==> src/rtl/store_rmw_ctrl_if.sv <==
// store_rmw_ctrl_if: request handshake and data-memory bus of the store sequencer
interface store_rmw_ctrl_if;
  logic        start;
  logic [1:0]  store_type;
  logic [31:0] addr;
  logic [31:0] b_data;
  logic [31:0] mem_rdata;
  logic [31:0] mem_addr;
  logic [31:0] mem_wdata;
  logic        mem_wr;
  logic        busy;
  logic        done;
  logic        err;
  modport master (
    output start, store_type, addr, b_data, mem_rdata,
    input  mem_addr, mem_wdata, mem_wr, busy, done, err
  );
  modport slave (
    input  start, store_type, addr, b_data, mem_rdata,
    output mem_addr, mem_wdata, mem_wr, busy, done, err
  );
endinterface

==> src/rtl/store_rmw_ctrl.sv <==
// store_rmw_ctrl: multicycle store sequencer; SW writes directly, SH/SB read-modify-write
module store_rmw_ctrl #(
  parameter int RD_WAIT = 1
) (
  input logic             clk,
  input logic             reset,
  store_rmw_ctrl_if.slave bus
);
  typedef enum logic [2:0] {S_IDLE, S_RD_REQ, S_RD_WAIT, S_MERGE, S_WRITE, S_FIN} state_t;
  state_t      state, state_n;
  logic [2:0]  cnt, cnt_n;
  logic [1:0]  typ, typ_n;
  logic [31:0] b_q, b_n, mdr, mdr_n, addr_n, wdata_n, mask;
  logic        wr_n, done_n, err_n, busy_n;
  // mem_addr doubles as the latched store address; outputs are registered,
  // so the write pulse appears the cycle after the WRITE state.
  always_comb begin
    state_n = state;
    cnt_n   = cnt;
    typ_n   = typ;
    b_n     = b_q;
    mdr_n   = mdr;
    addr_n  = bus.mem_addr;
    wdata_n = bus.mem_wdata;
    wr_n    = 1'b0;
    done_n  = 1'b0;
    err_n   = 1'b0;
    mask    = typ == 2'b01 ? 32'hFFFF_0000 : 32'hFFFF_FF00;
    case (state)
      S_IDLE: if (bus.start && !bus.busy) begin
        typ_n   = bus.store_type;
        b_n     = bus.b_data;
        state_n = bus.store_type == 2'b11 ? S_FIN : bus.store_type == 2'b00 ? S_WRITE : S_RD_REQ;
        addr_n  = bus.store_type == 2'b11 ? bus.mem_addr : bus.addr;
        wdata_n = bus.store_type == 2'b00 ? bus.b_data : bus.mem_wdata;
      end
      S_RD_REQ: begin
        cnt_n   = 3'(RD_WAIT - 1);
        state_n = S_RD_WAIT;
      end
      S_RD_WAIT: begin
        cnt_n   = cnt == 3'd0 ? cnt : cnt - 3'd1;
        mdr_n   = cnt == 3'd0 ? bus.mem_rdata : mdr;
        state_n = cnt == 3'd0 ? S_MERGE : S_RD_WAIT;
      end
      S_MERGE: begin
        wdata_n = (mdr & mask) | (b_q & ~mask);
        state_n = S_WRITE;
      end
      S_WRITE: begin
        wr_n    = 1'b1;
        done_n  = 1'b1;
        state_n = S_IDLE;
      end
      S_FIN: begin
        done_n  = 1'b1;
        err_n   = 1'b1;
        state_n = S_IDLE;
      end
      default: state_n = S_IDLE;
    endcase
    busy_n = state_n != S_IDLE || done_n;
  end
  always_ff @(posedge clk) begin
    if (reset) begin
      state         <= S_IDLE;
      cnt           <= '0;
      typ           <= '0;
      b_q           <= '0;
      mdr           <= '0;
      bus.mem_addr  <= '0;
      bus.mem_wdata <= '0;
      bus.mem_wr    <= 1'b0;
      bus.busy      <= 1'b0;
      bus.done      <= 1'b0;
      bus.err       <= 1'b0;
    end else begin
      state         <= state_n;
      cnt           <= cnt_n;
      typ           <= typ_n;
      b_q           <= b_n;
      mdr           <= mdr_n;
      bus.mem_addr  <= addr_n;
      bus.mem_wdata <= wdata_n;
      bus.mem_wr    <= wr_n;
      bus.busy      <= busy_n;
      bus.done      <= done_n;
      bus.err       <= err_n;
    end
  end
endmodule
==> src/flat_wrapper.sv <==
// flat-port wrapper written by rule: the top's interface ports become plain ports
module store_rmw_ctrl_flat 
#(
  parameter int RD_WAIT = 1
)
  (clk, reset, bus_start, bus_store_type, bus_addr, bus_b_data, bus_mem_rdata, bus_mem_addr, bus_mem_wdata, bus_mem_wr, bus_busy, bus_done, bus_err);
  store_rmw_ctrl_if bus_i ();
  input logic clk;
  input logic reset;
  input wire logic [$bits(bus_i.start)-1:0] bus_start;
  input wire logic [$bits(bus_i.store_type)-1:0] bus_store_type;
  input wire logic [$bits(bus_i.addr)-1:0] bus_addr;
  input wire logic [$bits(bus_i.b_data)-1:0] bus_b_data;
  input wire logic [$bits(bus_i.mem_rdata)-1:0] bus_mem_rdata;
  output wire logic [$bits(bus_i.mem_addr)-1:0] bus_mem_addr;
  output wire logic [$bits(bus_i.mem_wdata)-1:0] bus_mem_wdata;
  output wire logic [$bits(bus_i.mem_wr)-1:0] bus_mem_wr;
  output wire logic [$bits(bus_i.busy)-1:0] bus_busy;
  output wire logic [$bits(bus_i.done)-1:0] bus_done;
  output wire logic [$bits(bus_i.err)-1:0] bus_err;
  assign bus_i.start = bus_start;
  assign bus_i.store_type = bus_store_type;
  assign bus_i.addr = bus_addr;
  assign bus_i.b_data = bus_b_data;
  assign bus_i.mem_rdata = bus_mem_rdata;
  assign bus_mem_addr = bus_i.mem_addr;
  assign bus_mem_wdata = bus_i.mem_wdata;
  assign bus_mem_wr = bus_i.mem_wr;
  assign bus_busy = bus_i.busy;
  assign bus_done = bus_i.done;
  assign bus_err = bus_i.err;
  store_rmw_ctrl #(.RD_WAIT(RD_WAIT)) u_core (.clk(clk), .reset(reset), .bus(bus_i));
endmodule
==> config.mk <==
export PLATFORM = sky130hd
export DESIGN_NAME = store_rmw_ctrl_flat
export DESIGN_NICKNAME = d
export VERILOG_FILES = /design/src/rtl/store_rmw_ctrl_if.sv /design/src/rtl/store_rmw_ctrl.sv /design/src/flat_wrapper.sv
export SDC_FILE = /design/constraint.sdc
export NUM_CORES = 1
export LEC_CHECK = 0
export CORE_ASPECT_RATIO = 1.75
export CORE_MARGIN = 1
export CORE_UTILIZATION = 40
export CTS_CLUSTER_SIZE = 25
export DETAILED_ROUTE_END_ITERATION = 12
export HOLD_SLACK_MARGIN = 0.08
export PLACE_DENSITY = 0.82
export SETUP_SLACK_MARGIN = 0.5
export SLEW_MARGIN = 20
export SYNTH_ARGS = -nofsm -noshare
export SYNTH_HDL_FRONTEND = slang
export SYNTH_SLANG_ARGS = --single-unit
export TNS_END_PERCENT = 20
==> constraint.sdc <==
create_clock -name clk -period 1.6 [get_ports clk]
set_input_delay 0.16 -clock clk [delete_from_list [all_inputs] [get_ports clk]]
set_output_delay 0.16 -clock clk [all_outputs]
set_load 0.01 [all_outputs]
# [Yosys cells after proc, flatten, opt, wreduce, memory -nomap -nowiden]
# Index checks and enable logic that the tools add are counted.
[classes] n_mux=14 n_eq_ne=10 add_sub_neg=1 reduce_logical=15 bitwise_logic=5
[op_table] operator="32-bit bitwise AND" n=2
[op_table] operator="32-bit 2-to-1 mux" n=2
[op_table] operator="32-bit one-hot mux with 2 select lines" n=1
[op_table] operator="32-bit NOT" n=1
[op_table] operator="32-bit bitwise OR" n=1
[op_table] operator="16-bit 2-to-1 mux" n=1
[op_table] operator="3-bit 2-to-1 mux" n=4
[op_table] operator="3-bit one-hot mux with 4 select lines" n=1
[op_table] operator="3-bit by 2-bit == test with 1-bit output (second input constant)" n=2
[op_table] operator="3-bit == test (second input constant)" n=2
[op_table] operator="3-bit zero test" n=2
[op_table] operator="3-bit one-hot mux with 2 select lines" n=1
[op_table] operator="2-bit AND reduction" n=3
[op_table] operator="3-bit AND reduction" n=2
[op_table] operator="1-bit 2-to-1 mux" n=4
[op_table] operator="2-bit by 1-bit != test with 1-bit output (second input constant)" n=2
[op_table] operator="2-bit nonzero test" n=2
[op_table] operator="3-bit by 1-bit == test with 1-bit output (second input constant)" n=1
[op_table] operator="3-bit nonzero test" n=1
[op_table] operator="3-bit by 1-bit subtractor with 3-bit output (second input constant)" n=1
[op_table] operator="2-bit by 1-bit == test with 1-bit output (second input constant)" n=1
[op_table] operator="2-bit == test (second input constant)" n=1
[op_table] operator="2-bit zero test" n=1
[op_table] operator="2-bit != test (second input constant)" n=1
[op_table] operator="other kinds (5)" n=5
[totals] in_bits=101 wordCells=56 output_inout_bits=68 ff_bits=140

# [Logic depth before layout (Yosys ltp)]
# Gate-level depths: netlist of the first run.
[logic_depth] ltp_word=7 mapped_depth=8 mapped_depth_nobuf=6

# [Worst setup path before layout of the first run]
# No wires, ideal clock.
[synth_path] kind="flip-flop to flip-flop" startpoint="register u_core.state[1]" endpoint="register u_core.bus.mem_wdata[10]" arrival_ns=1.591 synth_period_minus_slack_ns=1.727 required_time_ns=1.464 setup_slack_ns=-0.127 n_path_buf=4 setup_ns=0.136 stages_incl_launch_ff=8 cell_sequence="dfxtp_1 > buf_6 > or4b_4 > buf_6 > buf_6 > buf_2 > o2111ai_1 > o41ai_1"
[synth_between] elab_chain_cells=3 elab_cells_between_ends=7 classes_between="eq/ne (3); mux (1); reduce/logical (3)"
[synth_lines] item="start: declaration" line_no="store_rmw_ctrl.sv:10" source="state_t state, state_n;"
[synth_lines] item="start signal: assignment" line_no="store_rmw_ctrl.sv:78" source="state <= state_n;"
[synth_lines] item="3-bit zero test or 3-bit by 2-bit == test with 1-bit output (tied branches)" line_no="store_rmw_ctrl.sv:29" source="case (state)"
[synth_lines] item="2-bit by 1-bit != test with 1-bit output (no source line) or 2-bit nonzero test (tied branches)"
[synth_lines] item="3-bit AND reduction (no source line)"
[synth_lines] item="end signal: assignment" line_no="store_rmw_ctrl.sv:84" source="bus.mem_wdata <= wdata_n;"
[synth_lines] item="end: declaration" line_no="store_rmw_ctrl_if.sv:20" source="output mem_addr, mem_wdata, mem_wr, busy, done, err"
# Parallel ways exist; a longest one is shown, timed or not.
# A chain may end at the register's enable or synchronous reset.

# [Worst setup path in the final report of the first run]
[layout_path] startpoint="register u_core.bus.busy" endpoint="register u_core.bus.mem_addr[25]"
[layout_between] elab_chain_cells=3
[layout_lines] item="start: declaration" line_no="store_rmw_ctrl_if.sv:20"
[layout_lines] item="start signal: assignment" line_no="store_rmw_ctrl.sv:86" source="bus.busy <= busy_n;"
[layout_lines] item="1-bit zero test" line_no="store_rmw_ctrl.sv:30" source="S_IDLE: if (bus.start && !bus.busy) begin"
[layout_lines] item="1-bit logical AND" line_no="store_rmw_ctrl.sv:30"
[layout_lines] item="3-bit AND reduction (no source line)"
[layout_lines] item="end signal: assignment" line_no="store_rmw_ctrl.sv:83" source="bus.mem_addr <= addr_n;"
[layout_lines] item="end: declaration" line_no="store_rmw_ctrl_if.sv:20"
# No other way between the ends.

==> flow_metrics.tcl, run 1 <==
set metrics [dict create \
    status "finished with violations" \
    violations "negative setup slack" \
    period_minus_slack_ns 1.78 \
    final_max_slew_viol_count 0 \
    p_total_mw 9.52 \
    power_switching_mw 2.88 \
    cts.clk_slew.worst_paths_ns 0.05 \
    p_seq_share_pct 36.6 \
    slowest_stage "or4b_4" \
    clockBufferDepth 2 \
    leakagePower_nw 2.97 \
    place_area_um2 7040 \
    ys.flop_type "dfxtp_1" \
    synth.top_cells.by_area "dfxtp_1, a21oi_1, nand2_1, a211oi_1, o31ai_1" \
    via_per_inst 5.90 \
    hpwl_um 11200 \
    drv_cap 0 \
    core_area_um2 12400 \
    ir_drop_mv 0.872 \
    yosys.area.top_type "dfxtp_1" \
    grt_usage_pct 26.6 \
    grt-ovfl-total 0 \
    cts_hold_buf 0 \
    async_flop_share_pct 0 \
    drtAntennaViolNets 0 \
    yosysMostFrequentCell "dfxtp_1" \
    rsz0062_at_grt "yes" \
    start_kind "flip-flop" \
    yosys_warnings 0 \
    cts.sink_count 116 \
    netlist.area_leader.share_pct 46.0 \
    rows 54 \
    grt_antenna_before_repair 0 \
    grt_max_degree 58 \
    fin_worst_skew_ns 0.00342 \
    combPwrFrac_pct 25.7 \
    end_kind "flip-flop" \
    worst_pin_slew_ns 0.457 \
    place_inst 892 \
    fp.dieW_um 86.9 \
    synth_nets 707 \
    grt_pass1_vias 5640 \
    timing.rr.end "u_core.bus.mem_addr[25]" \
    numCtsBuffers 17 \
    slew_headroom_pct 69.5 \
    hold_violations 0 \
    grt_pass1_wl_um 27100 \
    powerDensity_nw_per_um2 1230 \
    yosysUniqueCellTypes 38 \
    portBuffers 160 \
    clk_latency_ns 0.40 \
    drive_gt1_share_pct 31.6 \
    via_count 5484 \
    hold_depth 2 \
    dr.first_iter.drc_count 399 \
    pwr-share-clk_pct 37.8 \
    cp_max_fo 35 \
    cts_tree "yes" \
    r2r-start "u_core.bus.busy" \
    finalWirelength_um 17500 \
    synth-edff-count 0 \
    nNetsFinal 855 \
    rrSetupSlack_ns -0.18 \
    crit_chain "or4b_4 -> buf_12 -> o31ai_1 -> a21oi_1" \
    ff2ff_path_depth 4 \
    seq_area_frac_synth_pct 46.0 \
    arrival_ns 2.05 \
    first_pass_iters 5 \
    fin_crit_sh_pct 111 \
    dieArea_um2 13100 \
    area_delta_synth_final_pct 53.9 \
    hp-start "reset" \
    cts.root.buffer_cell "clkbuf_16" \
    hold_class "input pin to flip-flop" \
    critPathRequiredTime_ns 1.86 \
    worstSetupPathType "flip-flop to flip-flop" \
    stdcell_count 930 \
    hold_end "u_core.mdr[10]" \
    ys_ff_latch 116 \
    gp_congestion 0.819 \
    netlist_area_um2 5050 \
    setup_slack_ns -0.184 \
    slowest_delay_ns 0.61 \
    wl_per_cell_um 18.9 \
    cts-htree-levels 4 \
    post-route-drc-count 0 \
    antenna_cells 0 \
    setup-violations-final 11 \
    switching_share_pct 30.2 \
    post_synth_inst_count 601 \
    avgSynthCellArea_um2 8.40 \
    n_fill_cell 1002 \
    final_area_um2 7770 \
    cellInternalPower_mw 6.65 \
    io_pins 169 \
    fp.dieH_um 151 \
    max_freq_mhz 561 \
    initial_utilization_pct 40.8 \
    synth_commonest_cells "dfxtp_1, nand2_1, a21oi_1, clkbuf_1" \
]
-- flip-flops by register name (all words and copies together), names as in the netlist --
signal,flops
u_core.bus.err,1
u_core.cnt,3
u_core.bus.mem_wr,1
u_core.state,3
u_core.bus.mem_wdata,32
u_core.bus.mem_addr,32
u_core.b_q,16
u_core.bus.done,1
u_core.mdr,24
u_core.typ,2
u_core.bus.busy,1
-- per-stage QoR --
stage          hold WS [ns]  util (%)  setup slack (ns)  setup TNS, ns
2_1_floorplan         0.296         -           -0.0388          -1.01
3_3_place_gp          0.444      57.0            -0.336         -14.86
3_5_place_dp          0.447      57.0            -0.426         -17.97
4_1_cts               0.104      61.0           -0.0316         -0.117
5_1_grt               0.123      62.8            -0.210          -2.49
6_report              0.121      62.8            -0.184         -0.406
-- cell type report --
type                       instances  area [µm²]  area share, %
clock buffer                      21         450           5.80
clock inverter                    11         110           1.42
inverter                           8        30.0          0.387
multi-input combinational        404        2790           35.9
sequential                       116        2360           30.4
tap                              168         210           2.71
timing repair buffer             202        1820           23.4
-- cells by family after synthesis --
logic type,synth area share [%]
and+or+nand+nor,18.5
DFF,46.0
xor gates and xnor gates,0.174
adders and majority gates,1.24
buffers and inverters,6.62
AOI/OAI and AO/OA,27.5
-- worst max path at each step --
| stage | from | to | slack, ns | cells after the start |
|---|---|---|---|---|
| global route | u_core.bus.busy | u_core.bus.mem_addr[25] | -0.21 | 4 |
| CTS | u_core.bus.busy | u_core.bus.mem_addr[28] | -0.03 | 4 |
| global placement | bus_store_type[0] | u_core.bus.mem_wdata[15] | -0.34 | 6 |
| floorplan | u_core.state[1] | u_core.bus.mem_wdata[10] | -0.04 | 7 |
| detailed placement | bus_store_type[0] | u_core.bus.mem_wdata[8] | -0.43 | 6 |
| finish | u_core.bus.busy | u_core.bus.mem_addr[25] | -0.18 | 4 |
-- power groups by stage --
stage                     registers, mW  logic, mW  clock network, mW
after floorplan                    3.52       1.18                  0
after global placement             3.49       2.23                  0
after detailed placement           3.50       2.30                  0
after CTS                          3.47       2.26               3.63
after global routing               3.51       2.63               3.77
final                              3.48       2.44               3.60
-- routing by layer --
layer | vias to the layer above | part of all wire, % | global-route usage, %
met4 | 0 | 4.9 | 17.1
met3 | 67 | 5.3 | 6.20
li1 | 2520 | - | -
met1 | 2625 | 35 | 27.2
met5 | - | 0 | 0
met2 | 272 | 55 | 47.4
-- timing repair --
item,CTS,global route
gates cloned,0,2
setup buffers,0,4
resized for setup,338,31
pin swaps,30,14
setup endpoints to repair,181,128
-- worst max-delay path: cells and delay by family (launching register included) --
kind            cells  cell delay (ns)
compound gates      2             0.48
buf+inv             1             0.21
flops               1             0.34
simple gates        1             0.61
-- cell usage in the layout, fill, tap and decap left out, drive strengths merged, types with 3 or more instances in the layout --
cell type and count:
a211oi 32, a21oi 80, a311oi 24, and3b 9
buf 99, clkbuf 23, clkdlybuf4s15 9, clkdlybuf4s50 91
clkinv 8, dfxtp 116, ha 5, inv 7
nand2 97, nand3 18, nand4 32, nor2 8
nor2b 4, nor4b 4, o2111ai 8, o21ai 23
o21bai 3, o31ai 32, o41ai 8, or3 3
No activity file was read; power rests on OpenSTA's default activity.
==> run 2: changes to the inputs <==
ABC_CLOCK_PERIOD_IN_PS = 1600   (was default)
CORE_UTILIZATION = 41   (was 40)
PLACE_DENSITY = 0.84   (was 0.82)
==> flow_metrics.tcl, run 2 (synthesized netlist as in run 1, its figures left out) <==
set metrics [dict create \
    fin_crit_sh_pct 101 \
    cts-htree-levels 4 \
    cts_hold_buf 0 \
    worst_pin_slew_ns 0.444 \
    rows 53 \
    core_area_um2 12000 \
    grt_pass1_wl_um 27400 \
    whs_ns 0.174 \
    end_kind "flip-flop" \
    area_delta_synth_final_pct 59.2 \
    grt_pass1_vias 5699 \
    ir_drop_mv 0.907 \
    final_area_um2 8040 \
    cts.clk_slew.worst_paths_ns 0.05 \
    via_per_inst 5.99 \
    numCtsBuffers 17 \
    place_area_um2 7040 \
    pre_cts_slack_ns -0.318 \
    worstSetupPathType "flip-flop to flip-flop" \
    cts_tree "yes" \
    violations "negative setup slack" \
    hold_class "input pin to flip-flop" \
    fin_worst_skew_ns 0.00672 \
    clk_latency_ns 0.40 \
    hpwl_um 11300 \
    final_common_cell "clkdlybuf4s50_1" \
    io_pins 169 \
    powerDensity_nw_per_um2 1230 \
    critPathRequiredTime_ns 1.87 \
    antenna_cells 0 \
    period_minus_slack_ns 1.62 \
    reg_top3 "u_core.bus.mem_addr: 32 flops, u_core.bus.mem_wdata: 32 flops, u_core.mdr: 24 flops" \
    wl_per_cell_um 19.1 \
    leakagePower_nw 3.06 \
    drive_gt1_share_pct 37.7 \
    arrival_ns 1.89 \
    cts.sink_count 116 \
    max_freq_mhz 618 \
    setup-violations-final 4 \
    setup_slack_ns -0.0182 \
    dr.first_iter.drc_count 406 \
    hold_violations 0 \
    finalWirelength_um 17700 \
    cp_max_fo 35 \
    start_kind "flip-flop" \
    grt-ovfl-total 0 \
    status "finished with violations" \
    gp_congestion 0.823 \
    nNetsFinal 856 \
    layout_common_cells "clkdlybuf4s50_1, nand2_1, dfxtp_1" \
    final_max_slew_viol_count 0 \
    post-route-drc-count 0 \
    clockBufferDepth 2 \
    fp.dieH_um 149 \
    grt_usage_pct 27.4 \
    cts.root.buffer_cell "clkbuf_16" \
    portBuffers 160 \
    grt_antenna_before_repair 0 \
    rrSetupSlack_ns -0.02 \
    via_count 5532 \
    first_pass_iters 5 \
    grt_max_degree 53 \
    drv_cap 0 \
    drtAntennaViolNets 0 \
    n_fill_cell 873 \
    dieArea_um2 12800 \
    fp.dieW_um 85.9 \
    initial_utilization_pct 42.1 \
    slew_headroom_pct 70.4 \
    rsz0062_at_grt "yes" \
]
==> run 2: path summary, 6_finish.rpt <==
path / start / to / depth (start not counted)
min: reset / u_core.mdr[18] / 2
max reg2reg: u_core.state[1] / u_core.bus.mem_wdata[12] / 4
min reg2reg: u_core.mdr[30] / u_core.mdr[30] / 2
max: u_core.state[1] / u_core.bus.mem_wdata[12] / 4
==> run 2: timing repair <==
action                     CTS  global route
pin swaps                   69            32
buffers inserted             5             1
resized for setup          426            22
cloned                       1             1
setup endpoints to repair  183           120
==> run 2: layout make-up <==
class                   instances  area (µm²)  share of cell area (%)
repair buffers                203        1810                    22.5
multi-input cells             404        3020                    37.6
well taps                     165         206                    2.57
flip-flops and latches        116        2380                    29.7
clock inverters                 5         100                    1.25
clock buffers                  23         488                    6.07
inverters                       8        30.0                   0.374
==> run 2: layer usage <==
layer  up-vias  global-route usage, %  routed length (µm)
met4         0                   20.0                1000
met5         -                      0                   0
met2       281                   48.0                9520
li1       2521                      -                   -
met1      2649                   27.8                6090
met3        81                   6.75                1050
==> run 2: report_power, final <==
part / switching (mW) / total (mW) / internal (mW)
combinational: 1.43 / 2.52 / 1.10
clock: 1.24 / 3.81 / 2.57
sequential: 0.250 / 3.51 / 3.26
total: 2.92 / 9.85 / 6.93
==> run 2: per-stage QoR <==
stage               power (mW)  setup TNS, ns  std cells  utilization [%]
floorplan                 4.70          -1.01        601                -
global placement          5.66         -13.86        888             58.7
detailed placement        5.77         -18.24        888             58.7
CTS                       9.71              0        922             65.8
global route              10.2          -1.95        924             67.0
finish                    9.85        -0.0485        924             67.0
==> run 2: worst max-delay path, cell delays in order, from the launching register on <==
cell       delay (ns)
dfxtp_2          0.34
or4b_4           0.60
buf_12           0.22
o2111ai_2        0.22
o41ai_2          0.10
==> run 3: changes to the inputs <==
HOLD_SLACK_MARGIN = default   (was 0.08)
==> results of run 3 <==
The final DEF is identical to that of run 2; final timing and power are the same.
